$ cat src/rtl/demux_1xn_reg.sv
// ============================================================================
// Module   : demux_1xn_reg
// Purpose  : Registered 1-to-N valid/ready demultiplexer with a one-entry
//            holding register per channel. Optional DEMUX_DROP_CNT_EN adds a
//            saturating out-of-range drop counter (drop_cnt / drop_clr).
// Revision : 1.0 - initial release
// ============================================================================
`default_nettype none

module demux_1xn_reg #(
  parameter int N_CH   = 4,
  parameter int SEL_W  = 2,
  parameter int DATA_W = 1
) (
  input  logic                     clk,
  input  logic                     rst_n,
  input  logic                     in_valid,
  output logic                     in_ready,
  input  logic [DATA_W-1:0]        in_data,
  input  logic [SEL_W-1:0]         in_sel,
  output logic [N_CH-1:0]          out_valid,
  input  logic [N_CH-1:0]          out_ready,
  output logic [N_CH*DATA_W-1:0]   out_data,
  output logic                     sel_err
`ifdef DEMUX_DROP_CNT_EN
  ,
  input  logic                     drop_clr,
  output logic [15:0]              drop_cnt
`endif
);

  localparam int               C_NSEL = 1 << SEL_W;
  localparam logic [SEL_W:0]   C_N_CH = (SEL_W + 1)'(N_CH);

  typedef enum logic [0:0] {
    ST_EMPTY = 1'b0,
    ST_FULL  = 1'b1
  } state_t;

  logic              w_sel_ok;
  logic              w_accept;
  logic [C_NSEL-1:0] w_rdy_vec;
  logic              r_sel_err;

  assign w_sel_ok = ({1'b0, in_sel} < C_N_CH);
  assign in_ready = w_rdy_vec[in_sel];
  assign w_accept = in_valid & in_ready;
  assign sel_err  = r_sel_err;

  // Every select code has a ready bit; codes past N_CH always accept (and drop).
  for (genvar k = 0; k < C_NSEL; k++) begin : g_sel
    if (k < N_CH) begin : g_live
      state_t            r_state;
      logic [DATA_W-1:0] r_data;
      logic              w_acc;

      assign w_acc        = w_accept & (in_sel == SEL_W'(k));
      assign w_rdy_vec[k] = (r_state == ST_EMPTY) | out_ready[k];
      assign out_valid[k] = (r_state == ST_FULL);
      assign out_data[k*DATA_W +: DATA_W] = r_data;

      // r_data is cleared whenever the channel empties so idle data reads 0.
      always_ff @(posedge clk or negedge rst_n) begin
        if (!rst_n) begin
          r_state <= ST_EMPTY;
          r_data  <= '0;
        end else begin
          case (r_state)
            ST_EMPTY: begin
              if (w_acc) begin
                r_state <= ST_FULL;
                r_data  <= in_data;
              end
            end
            ST_FULL: begin
              if (w_acc) begin
                r_data <= in_data;
              end else if (out_ready[k]) begin
                r_state <= ST_EMPTY;
                r_data  <= '0;
              end
            end
            default: begin
              r_state <= ST_EMPTY;
              r_data  <= '0;
            end
          endcase
        end
      end
    end else begin : g_pad
      assign w_rdy_vec[k] = 1'b1;
    end
  end

  always_ff @(posedge clk or negedge rst_n) begin
    if (!rst_n) begin
      r_sel_err <= 1'b0;
    end else begin
      r_sel_err <= in_valid & ~w_sel_ok;
    end
  end

`ifdef DEMUX_DROP_CNT_EN
  logic [15:0] r_drop_cnt;

  assign drop_cnt = r_drop_cnt;

  always_ff @(posedge clk or negedge rst_n) begin
    if (!rst_n) begin
      r_drop_cnt <= '0;
    end else if (drop_clr) begin
      r_drop_cnt <= '0;
    end else if (in_valid && !w_sel_ok && (r_drop_cnt != 16'hFFFF)) begin
      r_drop_cnt <= r_drop_cnt + 16'd1;
    end
  end
`endif

endmodule

`default_nettype wire
$ cat config.mk
export PLATFORM = sky130hd
export DESIGN_NAME = demux_1xn_reg
export DESIGN_NICKNAME = d
export VERILOG_FILES = /design/src/rtl/demux_1xn_reg.sv
export SDC_FILE = /design/constraint.sdc
export NUM_CORES = 1
export LEC_CHECK = 0
export ABC_AREA = 1
export CAP_MARGIN = 20
export CORE_MARGIN = 5
export CORE_UTILIZATION = 36
export CTS_CLUSTER_DIAMETER = 80
export DETAILED_ROUTE_END_ITERATION = 10
export PLACE_DENSITY_LB_ADDON = 0.25
export SLEW_MARGIN = 40
export SYNTH_ARGS = -nofsm -noshare
export SYNTH_HDL_FRONTEND = slang
export SYNTH_SLANG_ARGS = --single-unit
$ cat constraint.sdc
create_clock -name clk -period 1.1 [get_ports clk]
set_input_delay 0.165 -clock clk [delete_from_list [all_inputs] [get_ports clk]]
set_output_delay 0.165 -clock clk [all_outputs]
set_load 0.03 [all_outputs]
==> results of run 1 <==
kinds of logic (layout without fill, tap and decap cells):
kind of cell | Yosys count | after routing
and+or+nand+nor | 31 | 31
other | 1 | 1
buffers and inverters | 17 | 35
AOI/OAI and AO/OA | 8 | 8
DFF | 8 | 8
cells in the final DEF, fill, tap and decap left out:
| master | n |
|---|---|
| a21boi_0 | 4 |
| conb_1 | 1 |
| buf_4 | 10 |
| nand2_2 | 2 |
| nand3_1 | 4 |
| nand2_1 | 13 |
| o21ai_1 | 2 |
| buf_6 | 6 |
| nor2_4 | 1 |
| o21ai_0 | 2 |
| nor2_2 | 2 |
| clkdlybuf4s50_1 | 7 |
| inv_2 | 1 |
| dfrtp_1 | 8 |
| nor2_1 | 5 |
| inv_1 | 6 |
| clkbuf_4 | 3 |
| dlygate4sd2_1 | 2 |
| nand4_1 | 4 |
power by group through the flow:
stage	Sequential [mW]	Combinational, mW	Clock (mW)
after CTS	0.348	0.308	0.225
after global routing	0.353	0.355	0.245
after detailed placement	0.353	0.300	0
after global placement	0.352	0.297	0
final	0.349	0.330	0.227
after floorplan	0.351	0.218	0
layer usage:
| metal | share of wire | global-route usage |
|---|---|---|
| met1 | 0.44 | 0.1268 |
| met2 | 0.43 | 0.1789 |
| met3 | 0.099 | 0.02682 |
| met4 | 0.029 | 0.09945 |
| met5 | 0 | 0 |
critical path, delay by kind of cell, from the launching register on:
kind          cells  cell delay, ps
simple gates      4             300
buf+inv           2             210
flops             1             400
flip-flops by register name, summed over array words and instances, names as in the netlist:
name,cells
g_sel.g_live.r_data,4
g_sel.g_live.r_state,4
what timing repair did:
item                                    in CTS  in global routing
gates resized for setup                      7                  7
pin swaps                                    1                  2
endpoints found under the setup margin       9                 13
hold endpoints to repair                     0                  0
buffers inserted                             1                  2
cell usage after synthesis:
| master | count | area (µm²) |
|---|---|---|
| inv_1 | 7 | 26.28 |
| nor2_4 | 1 | 11.26 |
| o21ai_0 | 4 | 20.02 |
| buf_2 | 1 | 5.000 |
| buf_4 | 9 | 67.56 |
| nand2_2 | 1 | 6.260 |
| dfrtp_1 | 8 | 200.2 |
| conb_1 | 1 | 3.750 |
| a21boi_0 | 4 | 30.03 |
| nand3_1 | 4 | 20.02 |
| nand2_1 | 14 | 52.55 |
| nand4_1 | 4 | 25.02 |
| nor2_1 | 7 | 26.28 |
through the flow:
stage | setup slack [ps] | util
2_1_floorplan | -111.4 | -
3_3_place_gp | -359.2 | 0.4827
3_5_place_dp | -393.8 | 0.4827
4_1_cts | -189.9 | 0.5125
5_1_grt | -292.4 | 0.5385
6_report | -220.7 | 0.5385
layout make-up:
type	instances	area share
Clock buffer	3	0.03214
Inverter	7	0.03750
Multi-Input combinational cell	40	0.2893
Sequential cell	8	0.2857
Tap cell	15	0.02679
Timing Repair Buffer	25	0.3286
how the worst max path moves through the flow:
stage                     cells past startpoint                     end                    start
final                                         6                in_ready  g_sel[0].g_live.r_state
after global routing                          6                in_ready  g_sel[0].g_live.r_state
after CTS                                     6                in_ready  g_sel[3].g_live.r_state
after detailed placement                      8  g_sel[0].g_live.r_data                in_sel[0]
after global placement                        8  g_sel[0].g_live.r_data                in_sel[1]
after floorplan                               8  g_sel[0].g_live.r_data  g_sel[0].g_live.r_state
==> impl_metrics.sql, run 1 <==
INSERT INTO impl_metrics (metric_group, metric, value, unit) VALUES
('run_status', 'status', 'complete, but fails checks', ''),
('run_status', 'violations', 'setup timing', ''),
('power_and_ir_drop', 'vdd.ir_drop.worst', '723.8', 'µV'),
('floorplanning', 'floorplan.io_pins', '20', ''),
('worst_setup_path', 'endpoint_required_time_on_the_critical_path', '940', 'ps'),
('power_and_ir_drop', 'net-switching-power', '0.3014', 'mW'),
('drt', 'routed-via-count', '464', ''),
('timing', 'finalCriticalPeriod', '1321', 'ps'),
('grt', 'maximum_number_of_pins_on_one_net_before_global_route_repair', '9', ''),
('min_path', 'timing.hold.worst.class', 'in2async', ''),
('timing', 'worst_clock_skew', '0.3005', 'ps'),
('timing', 'grt_setup_unrepaired', 'true', ''),
('clock_network', 'cts-buffers-inserted', '3', ''),
('worst_setup_path', 'timing.critical_path.cells', 'inv_2, nor2_1, nand2_1, nand2_2, nor2_4, buf_6', ''),
('logic_synthesis', 'synth_area_per_cell', '7.603', 'µm²'),
('timing', 'setup-tns-final', '-1301', 'ps'),
('place', 'place.gp.congestion', '0.7951', ''),
('clock_network', 'cts_tree', 'yes', ''),
('floorplanning', 'start_util', '0.3798', ''),
('grt', 'grt_pass1_wl', '1669', 'µm'),
('power_and_ir_drop', 'static-leakage-power', '0.3619', 'nW'),
('logic_synthesis', 'syn_area', '494.2', 'µm²'),
('drt', 'avgViaCountPerCell', '4.735', ''),
('worst_setup_path', 'type_of_element_capturing_the_critical_path', 'output pin', ''),
('layout', 'postLayoutCellArea', '700.7', 'µm²'),
('layout', 'fillers', '140', ''),
('logic_synthesis', 'yosysUniqueCellTypes', '13', ''),
('logic_synthesis', 'synth.mux.area_fraction', '0', ''),
('worst_setup_path', 'cp_max_stage_delay', '400', 'ps'),
('worst_setup_path', 'crit_path_max_fanout', '2', ''),
('power_and_ir_drop', 'internal_power', '0.6037', 'mW'),
('grt', 'via_count_of_the_first_global_routing_pass', '412', ''),
('drt', 'wl', '1071', 'µm'),
('grt', 'overall_overflow_remaining_after_global_route', '0', ''),
('worst_setup_path', 'reg2reg_to', 'g_sel[0].g_live.r_data', ''),
('logic_synthesis', 'synth_adder_area_share', '0', ''),
('timing', 'max_freq', '0.7571', 'GHz'),
('timing', 'worst_path_setup_slack_after_routing', '-220.7', 'ps'),
('logic_synthesis', 'ys_warn_count', '0', ''),
('worst_setup_path', 'criticalPathCategory', 'reg2out', ''),
('layout', 'drive_above_1_share', '0.3012', ''),
('place', 'dp_hpwl', '781.2', 'µm'),
('place', 'portBuffers', '18', ''),
('power_and_ir_drop', 'register_share_of_total_power', '0.386', ''),
('clock_network', 'clk-insertion-delay-late', '250', 'ps'),
('floorplanning', 'die_height', '47.05', 'µm'),
('flow_run', 'timing.max_cap.violations', '0', ''),
('layout', 'finalNetCount', '95', ''),
('clock_network', 'htree_num_levels', '1', ''),
('timing', 'setup_viol', '10', ''),
('clock_network', 'clock_tree.buffer_depth', '2', ''),
('timing', 'final.period_utilization', '1.201', ''),
('logic_synthesis', 'synth-compound-area-share', '0.1013', ''),
('layout', 'area.growth.synth_to_final', '41.77', '%'),
('layout', 'diode_count', '0', ''),
('power_and_ir_drop', 'fin_total_pwr', '0.9051', 'mW'),
('timing', 'timing_hold_violations_final', '0', ''),
('clock_network', 'cts_hold_buf', '0', ''),
('place', 'dp.cells', '92', ''),
('floorplanning', 'die_w', '47.05', 'µm'),
('drt', 'wl_per_cell', '10.93', 'µm'),
('layout', 'multi_input_comb_area', '202.7', 'µm²'),
('power_and_ir_drop', 'power.clock.fraction', '0.250', ''),
('drt', 'ant_nets', '0', ''),
('clock_network', 'clock-root-buffer', 'clkbuf_4', ''),
('power_and_ir_drop', 'sw_frac_of_total', '0.3330', ''),
('worst_setup_path', 'cp_data_arrival_time', '1160', 'ps'),
('worst_setup_path', 'worstRegToRegCells', '9', ''),
('timing', 'holdWs', '197.6', 'ps'),
('clock_network', 'clkSinkCount', '8', ''),
('floorplanning', 'floorplan.rows', '13', '');
Power figures use the tool's default switching activity.
==> inputs of run 2 (changes only) <==
--- a/config.mk
+++ b/config.mk
@@ -5,13 +5,13 @@
 export SDC_FILE = /design/constraint.sdc
 export NUM_CORES = 1
 export LEC_CHECK = 0
-export ABC_AREA = 1
 export CAP_MARGIN = 20
-export CORE_MARGIN = 5
-export CORE_UTILIZATION = 36
+export CORE_AREA = 5 5 42 44
 export CTS_CLUSTER_DIAMETER = 80
 export DETAILED_ROUTE_END_ITERATION = 10
+export DIE_AREA = 0 0 47 49
 export PLACE_DENSITY_LB_ADDON = 0.25
+export RECOVER_POWER = 25
 export SLEW_MARGIN = 40
 export SYNTH_ARGS = -nofsm -noshare
 export SYNTH_HDL_FRONTEND = slang
==> constraint.sdc (replaced) <==
create_clock -name clk -period 1.3 [get_ports clk]
set_input_delay 0.195 -clock clk [delete_from_list [all_inputs] [get_ports clk]]
set_output_delay 0.195 -clock clk [all_outputs]
set_load 0.03 [all_outputs]
==> impl_metrics.sql, run 2 <==
INSERT INTO impl_metrics (metric_group, metric, value, unit) VALUES
('run_status', 'status', 'complete, but fails checks', ''),
('run_status', 'violations', 'setup timing', ''),
('logic_synthesis', 'syn_area', '498.0', 'µm²'),
('grt', 'grt_usage', '0.1226', ''),
('logic_synthesis', 'synthesis.nets', '62', ''),
('drt', 'routed-via-count', '441', ''),
('worst_setup_path', 'endpoint_required_time_on_the_critical_path', '1110', 'ps'),
('logic_synthesis', 'synth_area_per_cell', '9.577', 'µm²'),
('timing', 'holdWs', '285.9', 'ps'),
('clock_network', 'clock_tree.buffer_depth', '2', ''),
('logic_synthesis', 'post-synth-top-area-cell', 'dfrtp_1', ''),
('drt', 'avgViaCountPerCell', '4.846', ''),
('timing', 'timing_hold_violations_final', '0', ''),
('drt', 'drc_errors_left', '0', ''),
('logic_synthesis', 'yosys_register_bits', '8', ''),
('clock_network', 'htree_num_levels', '1', ''),
('clock_network', 'clkSinkCount', '8', ''),
('layout', 'area.growth.synth_to_final', '51.00', '%'),
('worst_setup_path', 'reg2reg_setup_slack', '370', 'ps'),
('place', 'place.gp.congestion', '0.7718', ''),
('grt', 'antenna_found_initial', '0', ''),
('logic_synthesis', 'synth.area.top_cells', 'dfrtp_1 40%, buf_4 14%, mux2i_1 8.0%, nand2_1 5.3%, nand2b_1 5.0%', ''),
('power_and_ir_drop', 'fin_total_pwr', '0.8274', 'mW'),
('logic_synthesis', 'synth-seq-area-share', '0.4020', ''),
('logic_synthesis', 'asyncSetResetFlopFracSynth', '1.000', ''),
('floorplanning', 'core-area', '0.001401', 'mm²'),
('logic_synthesis', 'postSynth.topFlopCell', 'dfrtp_1', ''),
('floorplanning', 'die_w', '47', 'µm'),
('floorplanning', 'floorplan.io_pins', '20', ''),
('worst_setup_path', 'cp_data_arrival_time', '1370', 'ps'),
('clock_network', 'cts_hold_buf', '0', ''),
('timing', 'max_freq', '0.6390', 'GHz'),
('flow_run', 'timing.max_cap.violations', '0', ''),
('place', 'placed_area', '699.4', 'µm²'),
('layout', 'finalNetCount', '87', ''),
('drt', 'dr.pass1.iters', '4', ''),
('worst_setup_path', 'worstSetupStartpointType', 'flop', ''),
('timing', 'worst_clock_skew', '0.1614', 'ps'),
('grt', 'grt_pass1_wl', '2001', 'µm'),
('place', 'portBuffers', '18', ''),
('worst_setup_path', 'type_of_element_capturing_the_critical_path', 'output pin', ''),
('drt', 'wl_per_cell', '13.60', 'µm'),
('logic_synthesis', 'edff_count_synth', '0', ''),
('power_and_ir_drop', 'static-leakage-power', '0.4076', 'nW'),
('logic_synthesis', 'ys_warn_count', '0', ''),
('layout', 'final_cell_mix', '15 x buf_4, 10 x dlygate4sd2_1, 8 x dfrtp_1, 7 x nand2_1', ''),
('logic_synthesis', 'synthMostInstantiatedCell', 'buf_4', ''),
('timing', 'final.period_utilization', '1.204', ''),
('clock_network', 'cts.clk_slew.worst_paths', '60', 'ps'),
('drt', 'drt_first_iter_violations', '10', ''),
('worst_setup_path', 'regToRegStartpoint', 'g_sel[1].g_live.r_state', ''),
('grt', 'maximum_number_of_pins_on_one_net_before_global_route_repair', '9', ''),
('layout', 'fillers', '145', ''),
('layout', 'postLayoutCellArea', '752.0', 'µm²'),
('timing', 'finalCriticalPeriod', '1565', 'ps'),
('place', 'dp_hpwl', '929.6', 'µm'),
('timing', 'setup_viol', '1', ''),
('layout', 'drive_above_1_share', '0.3467', ''),
('floorplanning', 'floorplan.rows', '14', ''),
('worst_setup_path', 'crit_path_max_fanout', '2', ''),
('min_path', 'timing.hold.worst.class', 'in2async', ''),
('layout', 'diode_count', '0', ''),
('floorplanning', 'start_util', '0.3554', ''),
('floorplanning', 'die_height', '49', 'µm'),
('power_and_ir_drop', 'p_per_area', '1100', 'mW/mm²'),
('worst_setup_path', 'crit_start', 'g_sel[1].g_live.r_state', ''),
('clock_network', 'cts_tree', 'yes', ''),
('timing', 'timing_max_transition_violations_final', '0', ''),
('timing', 'setup-tns-final', '-264.9', 'ps'),
('logic_synthesis', 'post_synth_inst_count', '52', ''),
('grt', 'overall_overflow_remaining_after_global_route', '0', ''),
('power_and_ir_drop', 'vdd.ir_drop.worst', '429.3', 'µV'),
('clock_network', 'clk-insertion-delay-late', '260', 'ps'),
('layout', 'finalCoreUtilization', '0.5366', ''),
('worst_setup_path', 'criticalPathCategory', 'reg2out', ''),
('layout', 'layout_commonest_cell', 'buf_4', ''),
('drt', 'wl', '1238', 'µm'),
('grt', 'via_count_of_the_first_global_routing_pass', '475', ''),
('layout', 'reg.largest.list', 'g_sel.g_live.r_data x4, g_sel.g_live.r_state x4', ''),
('timing', 'grt_setup_unrepaired', 'true', ''),
('floorplanning', 'die_area', '0.002303', 'mm²'),
('timing', 'worst_path_setup_slack_after_routing', '-264.9', 'ps'),
('logic_synthesis', 'synthTopCellsByCount', '9 x buf_4, 8 x dfrtp_1, 7 x nand2_1', ''),
('drt', 'ant_nets', '0', ''),
('clock_network', 'clock-root-buffer', 'clkbuf_4', ''),
('logic_synthesis', 'post-synth-top-area-fraction', '0.4020', ''),
('clock_network', 'cts-buffers-inserted', '3', ''),
('logic_synthesis', 'yosysUniqueCellTypes', '18', '');
## run 2: cell types whose count changed in the layout (fill, tap and decap cells not counted), moves of 5 or more
| cell | change |
|---|---|
| nor2_1 | -5 |
| buf_4 | +5 |
| clkdlybuf4s50_1 | -5 |
| dlygate4sd2_1 | +8 |
| nand2_1 | -6 |
## run 2: logic make-up (layout without fill, tap and decap cells)
| logic type | after synthesis | in the layout | synth area share |
|---|---|---|---|
| AND/OR/NAND/NOR | 17 | 17 | 0.1910 |
| buffers and inverters | 14 | 37 | 0.1733 |
| flip-flops | 8 | 8 | 0.4020 |
| AO/OA/AOI/OAI | 7 | 7 | 0.1005 |
| multiplexers | 5 | 5 | 0.1256 |
| other | 1 | 1 | 0.007530 |
## run 2: critical path: stages, from the launching register on
cell	delay, ps
dfrtp_1	400
nand2b_4	70
mux4_2	480
buf_6	160
## run 2: stage by stage
stage | std cells | worst slack, ps
after global placement | 87 | -734.4
after detailed placement | 87 | -762.3
after floorplan | 52 | 111.4
after CTS | 90 | -256.6
final | 91 | -264.9
after global routing | 91 | -291.8
## run 2: path summary, 6_finish.rpt
path                                                 to  depth (start not counted)
worst max-delay path                           in_ready                          3
worst min-delay path            g_sel[0].g_live.r_state                          1
worst max register to register   g_sel[1].g_live.r_data                          4
worst min register to register   g_sel[1].g_live.r_data                          2
max in group asynchronous       g_sel[3].g_live.r_state                          1
min in group clk                 g_sel[0].g_live.r_data                          3
## run 2: layout make-up
| class | count | area (µm²) | area share |
|---|---|---|---|
| Inverter | 4 | 15.01 | 0.01997 |
| Tap cell | 16 | 20.02 | 0.02662 |
| Sequential cell | 8 | 200.2 | 0.2662 |
| Clock buffer | 3 | 22.52 | 0.02995 |
| Timing Repair Buffer | 30 | 252.7 | 0.3361 |
| Multi-Input combinational cell | 30 | 241.5 | 0.3211 |
## run 2: routing by layer
metal,global-route usage,up-vias,routed length (µm)
li1,-,213,-
met4,0.06912,0,26
met5,0,-,0
met3,0.02214,4,74
met1,0.1256,211,505
met2,0.2172,13,631
## run 2: repair_timing
item                                   in CTS  in global routing
setup endpoints to repair                   6                  1
buffers inserted                            0                  1
endpoints found under the hold margin       0                  0
cloned                                      0                  0
resized for setup                          21                  1
## run 2: report_power, final
group	switching (mW)	internal, mW	leakage, nW
sequential	0.0281	0.286	0.103
clock	0.107	0.107	0.0138
combinational	0.164	0.136	0.291
